<file path="config.mk">
export PLATFORM = sky130hd
export DESIGN_NAME = tdm_demux
export DESIGN_NICKNAME = d
export VERILOG_FILES = /design/src/rtl/tdm_demux_pkg.sv /design/src/rtl/tdm_slot_counter.sv /design/src/rtl/tdm_demux.sv
export SDC_FILE = /design/constraint.sdc
export NUM_CORES = 1
export LEC_CHECK = 0
export CORE_MARGIN = 2
export CORE_UTILIZATION = 38
export DETAILED_ROUTE_END_ITERATION = 16
export DONT_BUFFER_PORTS = 1
export PLACE_DENSITY = 0.54
export SETUP_SLACK_MARGIN = 0.5
export SYNTH_ARGS = -nofsm -noshare
export SYNTH_HDL_FRONTEND = slang
export SYNTH_SLANG_ARGS = --single-unit
</file>
<file path="constraint.sdc">
create_clock -name sys_clk -period 2.7 [get_ports sys_clk]
set_clock_uncertainty 0.1 [all_clocks]
set_input_delay 0.27 -clock sys_clk [delete_from_list [all_inputs] [get_ports sys_clk]]
set_output_delay 0.27 -clock sys_clk [all_outputs]
set_load 0.05 [all_outputs]
</file>
<file path="src/rtl/tdm_demux_pkg.sv">
// tdm_demux_pkg: shared types and sizing for the TDM demultiplexer.
// DEMUX_PARITY_EN adds one parity slot to every frame.
package tdm_demux_pkg;
    typedef enum logic {HUNT, LOCKED} state_e;
    localparam int DEF_LANES = 4;
    localparam int DEF_WIDTH = 1;
`ifdef DEMUX_PARITY_EN
    localparam int PARITY_SLOTS = 1;
`else
    localparam int PARITY_SLOTS = 0;
`endif
    function automatic int slot_count(int lanes);
        return lanes + PARITY_SLOTS;
    endfunction
    function automatic int slot_width(int lanes);
        return $clog2(lanes + 1);
    endfunction
endpackage

</file>
<file path="src/rtl/tdm_slot_counter.sv">
// tdm_slot_counter: wrap-around slot index with load-zero/load-one/increment
// controls and a terminal-slot flag.
module tdm_slot_counter #(
    parameter int NSLOT = 4,
    parameter int SW    = 3
) (
    input  logic          clk_i,
    input  logic          rst_i,
    input  logic          ld_zero_i,
    input  logic          ld_one_i,
    input  logic          inc_i,
    output logic [SW-1:0] slot_o,
    output logic          last_o
);
    logic [SW-1:0] slot_q, slot_d;

    assign last_o = slot_q == SW'(NSLOT - 1);
    assign slot_o = slot_q;

    always_comb begin
        slot_d = ld_zero_i ? '0 :
                 ld_one_i  ? SW'(1) :
                 inc_i     ? (last_o ? '0 : slot_q + SW'(1)) : slot_q;
    end

    always_ff @(posedge clk_i) begin
        if (rst_i) slot_q <= '0;
        else       slot_q <= slot_d;
    end
endmodule

</file>
<file path="src/rtl/tdm_demux.sv">
// tdm_demux: serial TDM slot stream to parallel lanes with frame alignment.
// Optional DEMUX_PARITY_EN: trailing parity slot checked before dout updates.
module tdm_demux
    import tdm_demux_pkg::*;
#(
    parameter int LANES = DEF_LANES,
    parameter int WIDTH = DEF_WIDTH
) (
    input  logic                       sys_clk,
    input  logic                       sys_rst,
    input  logic [WIDTH-1:0]           din,
    input  logic                       din_vld,
    input  logic                       frame_sync,
    output logic [LANES*WIDTH-1:0]     dout,
    output logic                       dout_vld,
    output logic                       locked,
    output logic [$clog2(LANES+1)-1:0] slot,
    output logic                       sync_err,
    output logic                       par_err
);
    localparam int NSLOT = slot_count(LANES);
    localparam int SW    = slot_width(LANES);

    state_e                 state_q, state_d;
    logic [LANES*WIDTH-1:0] stg_q, stg_d, dout_q, dout_d, frame, start;
    logic                   vld_q, vld_d, serr_q, serr_d, perr_q, perr_d;
    logic                   ld_zero, ld_one, inc, last;
    logic [SW-1:0]          slot_q;

    tdm_slot_counter #(.NSLOT(NSLOT), .SW(SW)) u_cnt (
        .clk_i     (sys_clk),
        .rst_i     (sys_rst),
        .ld_zero_i (ld_zero),
        .ld_one_i  (ld_one),
        .inc_i     (inc),
        .slot_o    (slot_q),
        .last_o    (last)
    );

    // staging with the incoming sample merged at the current slot
    always_comb begin
        frame = stg_q;
        for (int k = 0; k < LANES; k++)
            if (SW'(k) == slot_q) frame[k*WIDTH +: WIDTH] = din;
    end

    assign start = {stg_q[LANES*WIDTH-1:WIDTH], din};

`ifdef DEMUX_PARITY_EN
    logic [WIDTH-1:0] par;
    always_comb begin
        par = '0;
        for (int k = 0; k < LANES; k++) par = par ^ stg_q[k*WIDTH +: WIDTH];
    end
`endif

    always_comb begin
        state_d = state_q;
        stg_d   = stg_q;
        dout_d  = dout_q;
        vld_d   = 1'b0;
        serr_d  = 1'b0;
        perr_d  = 1'b0;
        ld_zero = 1'b0;
        ld_one  = 1'b0;
        inc     = 1'b0;
        if (din_vld) begin
            if (frame_sync) begin
                stg_d   = start;
                ld_one  = 1'b1;
                serr_d  = state_q == LOCKED && slot_q != '0;
                state_d = LOCKED;
            end else if (state_q == LOCKED && slot_q == '0) begin
                serr_d  = 1'b1;
                ld_zero = 1'b1;
                state_d = HUNT;
            end else if (state_q == LOCKED) begin
                stg_d = frame;
                inc   = 1'b1;
                if (last) begin
`ifdef DEMUX_PARITY_EN
                    vld_d  = par == din;
                    perr_d = par != din;
                    dout_d = par == din ? stg_q : dout_q;
`else
                    vld_d  = 1'b1;
                    dout_d = frame;
`endif
                end
            end
        end
    end

    always_ff @(posedge sys_clk) begin
        if (sys_rst) begin
            state_q <= HUNT;
            stg_q   <= '0;
            dout_q  <= '0;
            vld_q   <= 1'b0;
            serr_q  <= 1'b0;
            perr_q  <= 1'b0;
        end else begin
            state_q <= state_d;
            stg_q   <= stg_d;
            dout_q  <= dout_d;
            vld_q   <= vld_d;
            serr_q  <= serr_d;
            perr_q  <= perr_d;
        end
    end

    assign dout     = dout_q;
    assign dout_vld = vld_q;
    assign locked   = state_q == LOCKED;
    assign slot     = slot_q;
    assign sync_err = serr_q;
    assign par_err  = perr_q;
endmodule

</file>
# After elaboration in Yosys (flattened, before gate mapping)
# Cells that the tools add are included.
dict set report totals {
  output_inout_bits 11
  register_bits 14
  word_cells 56
}
dict set report op_classes {
  reduce_logical 15
  n_addsub 1
  n_mux 23
  n_eq_ne 5
  bitwise 4
}
# cell count
set ops {}
lappend ops {{1-bit two-way mux} 22}
lappend ops {{2-bit by 3-bit equality test with 1-bit output (first input constant)} 2}
lappend ops {{2-bit nonzero test} 3}
lappend ops {{5-bit AND reduction} 1}
lappend ops {{5-bit OR reduction} 1}
lappend ops {{1-bit NOT} 4}
lappend ops {{4-bit AND reduction} 1}
lappend ops {{2-bit OR reduction} 2}
lappend ops {{3-bit by 1-bit adder with 3-bit output (second input constant)} 1}
lappend ops {{1-bit by 3-bit equality test with 1-bit output (first input constant)} 1}
lappend ops {{3-bit by 2-bit equality test with 1-bit output (second input constant)} 1}
lappend ops {{3-bit logical NOT} 1}
lappend ops {{3-bit two-way mux} 1}
lappend ops {{3-bit AND reduction} 1}
lappend ops {{3-bit nonzero test} 1}
lappend ops {{3-bit OR reduction} 1}
lappend ops {{1-bit logical AND} 2}
lappend ops {{2-bit != test (second input constant)} 1}
lappend ops {{2-bit AND reduction} 1}

# Logic depth before layout (Yosys ltp)
dict set report logic_depth {
  depth_word 7
  ltp_mapped 5
  depth_no_buf 5
}

# Hierarchy
# From an unflattened synthesis, not the netlist that was laid out.
dict set report hier_totals {
  hier_cells 74
  area_unflattened_um2 753.2
}
# module seq_area_each_um2 cells_per_inst area_each_um2 n_inst
set by_module_without_submodules {}
lappend by_module_without_submodules {tdm_demux 220.2 59 605.6 1}
lappend by_module_without_submodules {tdm_slot_counter 60.1 15 147.6 1}

# Least setup slack after synthesis
# OpenSTA, ideal clock, no wires.
dict set report synth_timing {
  kind {reg-to-reg}
  startpoint {reg u_cnt.slot_q[0], in the netlist u_cnt.slot_o[0]}
  endpoint {reg dout_q[0], in the netlist dout[0]}
  arrival_time_ps 1686
  required_ps 2481
  synth_period_minus_slack_ps 1905
  stages_incl_launch_ff 6
  setup_slack_ps 795
  path_buffers 0
  cell_sequence {dfxtp_1 -> inv_1 -> ha_1 -> or3b_1 -> o21ai_0 -> a21oi_1}
}
dict set report synth_between {
  elab_chain_len 4
  word_cells_on_any_way 6
}
# element line
set synth_rtl {}
lappend synth_rtl {{from (decl)} tdm_slot_counter.sv:15} ;# logic [SW-1:0] slot_q, slot_d;
lappend synth_rtl {{from (signal assigned)} tdm_slot_counter.sv:28} ;# else slot_q <= slot_d;
lappend synth_rtl {{3-bit logical NOT} {tdm_demux.sv:44, tdm_demux.sv:73}}
lappend synth_rtl {{1-bit logical AND} tdm_demux.sv:73} ;# end else if (state_q == LOCKED && slot_q == '0) begin
lappend synth_rtl {{1-bit NOT (no source line)} n/a}
lappend synth_rtl {{5-bit AND reduction (no source line)} n/a}
lappend synth_rtl {{to (signal assigned)} tdm_demux.sv:105} ;# dout_q <= dout_d;
lappend synth_rtl {{to (decl)} tdm_demux.sv:25} ;# logic [LANES*WIDTH-1:0] stg_q, stg_d, dout_q, dout_d, frame, start;
# Parallel ways exist; a longest one is shown, timed or not.
# A chain may end at the register's enable or synchronous reset.

# Worst setup path in the final report
dict set report layout_timing {
  startpoint {reg u_cnt.slot_q[0], in the netlist u_cnt.slot_o[0]}
  endpoint {reg dout_q[3], in the netlist dout[3]}
}
dict set report layout_between {
  elab_chain_len 4
  word_cells_on_any_way 7
}
# element line
set layout_rtl {}
lappend layout_rtl {{3-bit logical NOT} tdm_demux.sv:73}
lappend layout_rtl {{1-bit logical AND} tdm_demux.sv:73}
lappend layout_rtl {{1-bit NOT (no source line)} n/a}
lappend layout_rtl {{5-bit AND reduction (no source line)} n/a}
# Parallel ways exist; a longest one is shown, timed or not.

==> results.ini <==
[status]
status = finished, final reports clean

[clock_network]
cts_tree = done
cts.sinks = 13
worstSkewPairLatency_ns = 0.27
numCtsBuffers = 3
clkTransAtPathRegs_ns = 0.08
htree_levels = 1
cts_resized = 0
clock_path_buffers = 2
clockRootBuffer = clkbuf_4

[final_layout]
syn2layout_area_growth_pct = 8.46
fin_cells = 91
fillers = 157
drive_above_1_share = 0.120
multi_input_area_sq_um = 352
regArea_sq_um = 260
fin_nets = 85
n_antenna_cell = 0

[hold_path]
hold_depth = 2
hold_path_class = in -> reg

[sta]
worst_slack_ns = 0.948
tns_ns = 0
maxSlewHeadroom = 0.518
fin_crit_ns = 1.75
drv_slew = 0
fin_hold_ws_ns = 0.0364
clock.fmax_mhz = 571
fin_crit_sh = 0.649
rsz0062_at_grt = false
finalSetupViolations = 0
final_hold_viol_count = 0
tightest_slew_ns = 0.722

[logic_synthesis]
synth_edf_count = 0
yosysSeqAreaShare = 0.400
synth_ff_type = dfxtp_1
synth_top_cell_by_area = dfxtp_1
syn_area_sq_um = 651
syn_nets = 79
netlist_instances = 70
async_flop_share = 0
yosysUniqueCellTypes = 28
post-synth-top-area-fraction = 0.400
yosysWarnings = 0
ys_ff_latch = 13
synth.area.top_cells = dfxtp_1 (40%), ha_1 (7.7%), mux2i_1 (6.2%)
syn_avg_cell_area_sq_um = 9.29

[routing]
drtIter0Drc = 6
viasPerCell = 5.23
drt_wl_total_um = 1230
wl_per_cell_um = 13.5
top_layer = met4
antenna_left = 0
dr_wl_met3_um = 90
met1Wirelength_um = 595
wl_met2_um = 533
drc = 0
vias = 476
drtPass1Iterations = 4

[grt]
track_usage = 0.144
antenna_found_initial = 0
grt_pass1_wl_um = 2080
gr-total-overflow = 0
grt_max_degree = 11
grt_pass1_vias = 450

[worst_setup_path]
cp.arrival_ns = 1.81
r2r_cells = 6
cp-end-kind = register
start_kind = register
crit_fanout = 5
required_ns = 2.76
critical_path_class = reg -> reg

[placed_design]
pre_cts_ws_ns = 0.971
portBuffers = 0
place_hpwl_um = 905
gp_congestion = 0.846
dp_cells = 86

[floorplanning]
fp.dieH_um = 45.4
die_w_um = 45.4
rows = 14
start_util = 0.417
dieArea_sq_um = 2060
io_pins = 16
core_area_sq_um = 1560

[pwr]
ir_worst_vdd_v = 0.000286
powerDensity_nw_per_um2 = 503
p_leak_nw = 0.283

[flow_run]
cap_viol_max_count = 0

-- synthesized netlist by cell type, types with 2 or more instances --
| cell type | n |
|---|---|
| nand3_1 | 4 |
| ha_1 | 4 |
| mux2i_1 | 4 |
| nor3_1 | 2 |
| nor2_1 | 2 |
| inv_1 | 4 |
| a21oi_1 | 7 |
| o21ai_0 | 4 |
| dfxtp_1 | 13 |
| a311oi_1 | 2 |
| nand2_1 | 7 |
-- state kept, by name, indices dropped and copies added, names as in the netlist --
| name | count |
|---|---|
| dout | 4 |
| dout_vld | 1 |
| locked | 1 |
| stg_q | 3 |
| sync_err | 1 |
| u_cnt.slot_o | 3 |
-- logic make-up (layout without fill, tap and decap cells) --
kind of cell,count (synthesis),in the layout,share of synthesized area
AND/OR/NAND/NOR,23,23,0.219
AO/OA/AOI/OAI,17,17,0.163
flip-flops,13,13,0.400
buffers and inverters,7,12,0.0596
adder cells (fa/ha/maj),4,4,0.0769
multiplexers,4,4,0.0615
other,1,1,0.00576
XOR/XNOR,1,1,0.0135
-- routing by layer --
layer,up-vias,GRT usage
met5,-,0
li1,259,-
met3,2,0.0833
met2,10,0.206
met4,0,0.0529
met1,205,0.178
-- worst max-delay path, stage by stage, from the launching register on --
cell	delay [ns]
dfxtp_1	0.31
buf_4	0.21
inv_1	0.10
ha_1	0.26
or3b_1	0.40
o21ai_0	0.16
a21oi_1	0.09
-- final timing paths --
path / from / endpoint / slack [ns]
setup / recovery: u_cnt.slot_o[0] / dout[3] / 0.95
hold / removal: frame_sync / stg_q[0] / 0.04
setup reg to reg: u_cnt.slot_o[0] / dout[3] / 0.95
hold reg to reg: stg_q[1] / stg_q[1] / 0.36
-- cell usage in the layout (no fill, tap or decap), drive strengths merged, types with 2 or more instances in the layout --
cell type	instances
nor3	2
nand3	4
dfxtp	13
buf	3
nor2	2
ha	4
mux2i	4
a21oi	7
inv	4
a311oi	2
o21ai	4
nand2	7
clkbuf	4
and2b	2
-- repair_timing --
item / 4_1_cts / 5_1_grt
endpoints found under the hold margin: 10 / 0
buffers inserted: 0 / 0
hold buffers: 1 / 0
-- through the flow --
step           total power [W]  utilization  cell area [sq um]
2_1_floorplan         0.000233            -                651
3_3_place_gp          0.000237        0.429                669
3_5_place_dp          0.000237        0.429                669
4_1_cts               0.000364        0.453                706
5_1_grt               0.000376        0.453                706
6_report              0.000355        0.453                706
-- power breakdown --
part / switching (W) / internal, W / total (W) / leakage [nW]
Sequential: 0.00000184 / 0.000194 / 0.000196 / 0.105
Clock: 0.0000623 / 0.0000573 / 0.000120 / 0.0150
Combinational: 0.0000269 / 0.0000118 / 0.0000387 / 0.163
-- area by class of cell --
cell class | instances | area share
timing repair buffer | 4 | 0.0461
inverter | 4 | 0.0213
clock buffer | 4 | 0.0372
sequential | 13 | 0.369
tap | 16 | 0.0284
multi-input combinational | 50 | 0.498
Note: power is estimated with default switching activity, not from simulation.
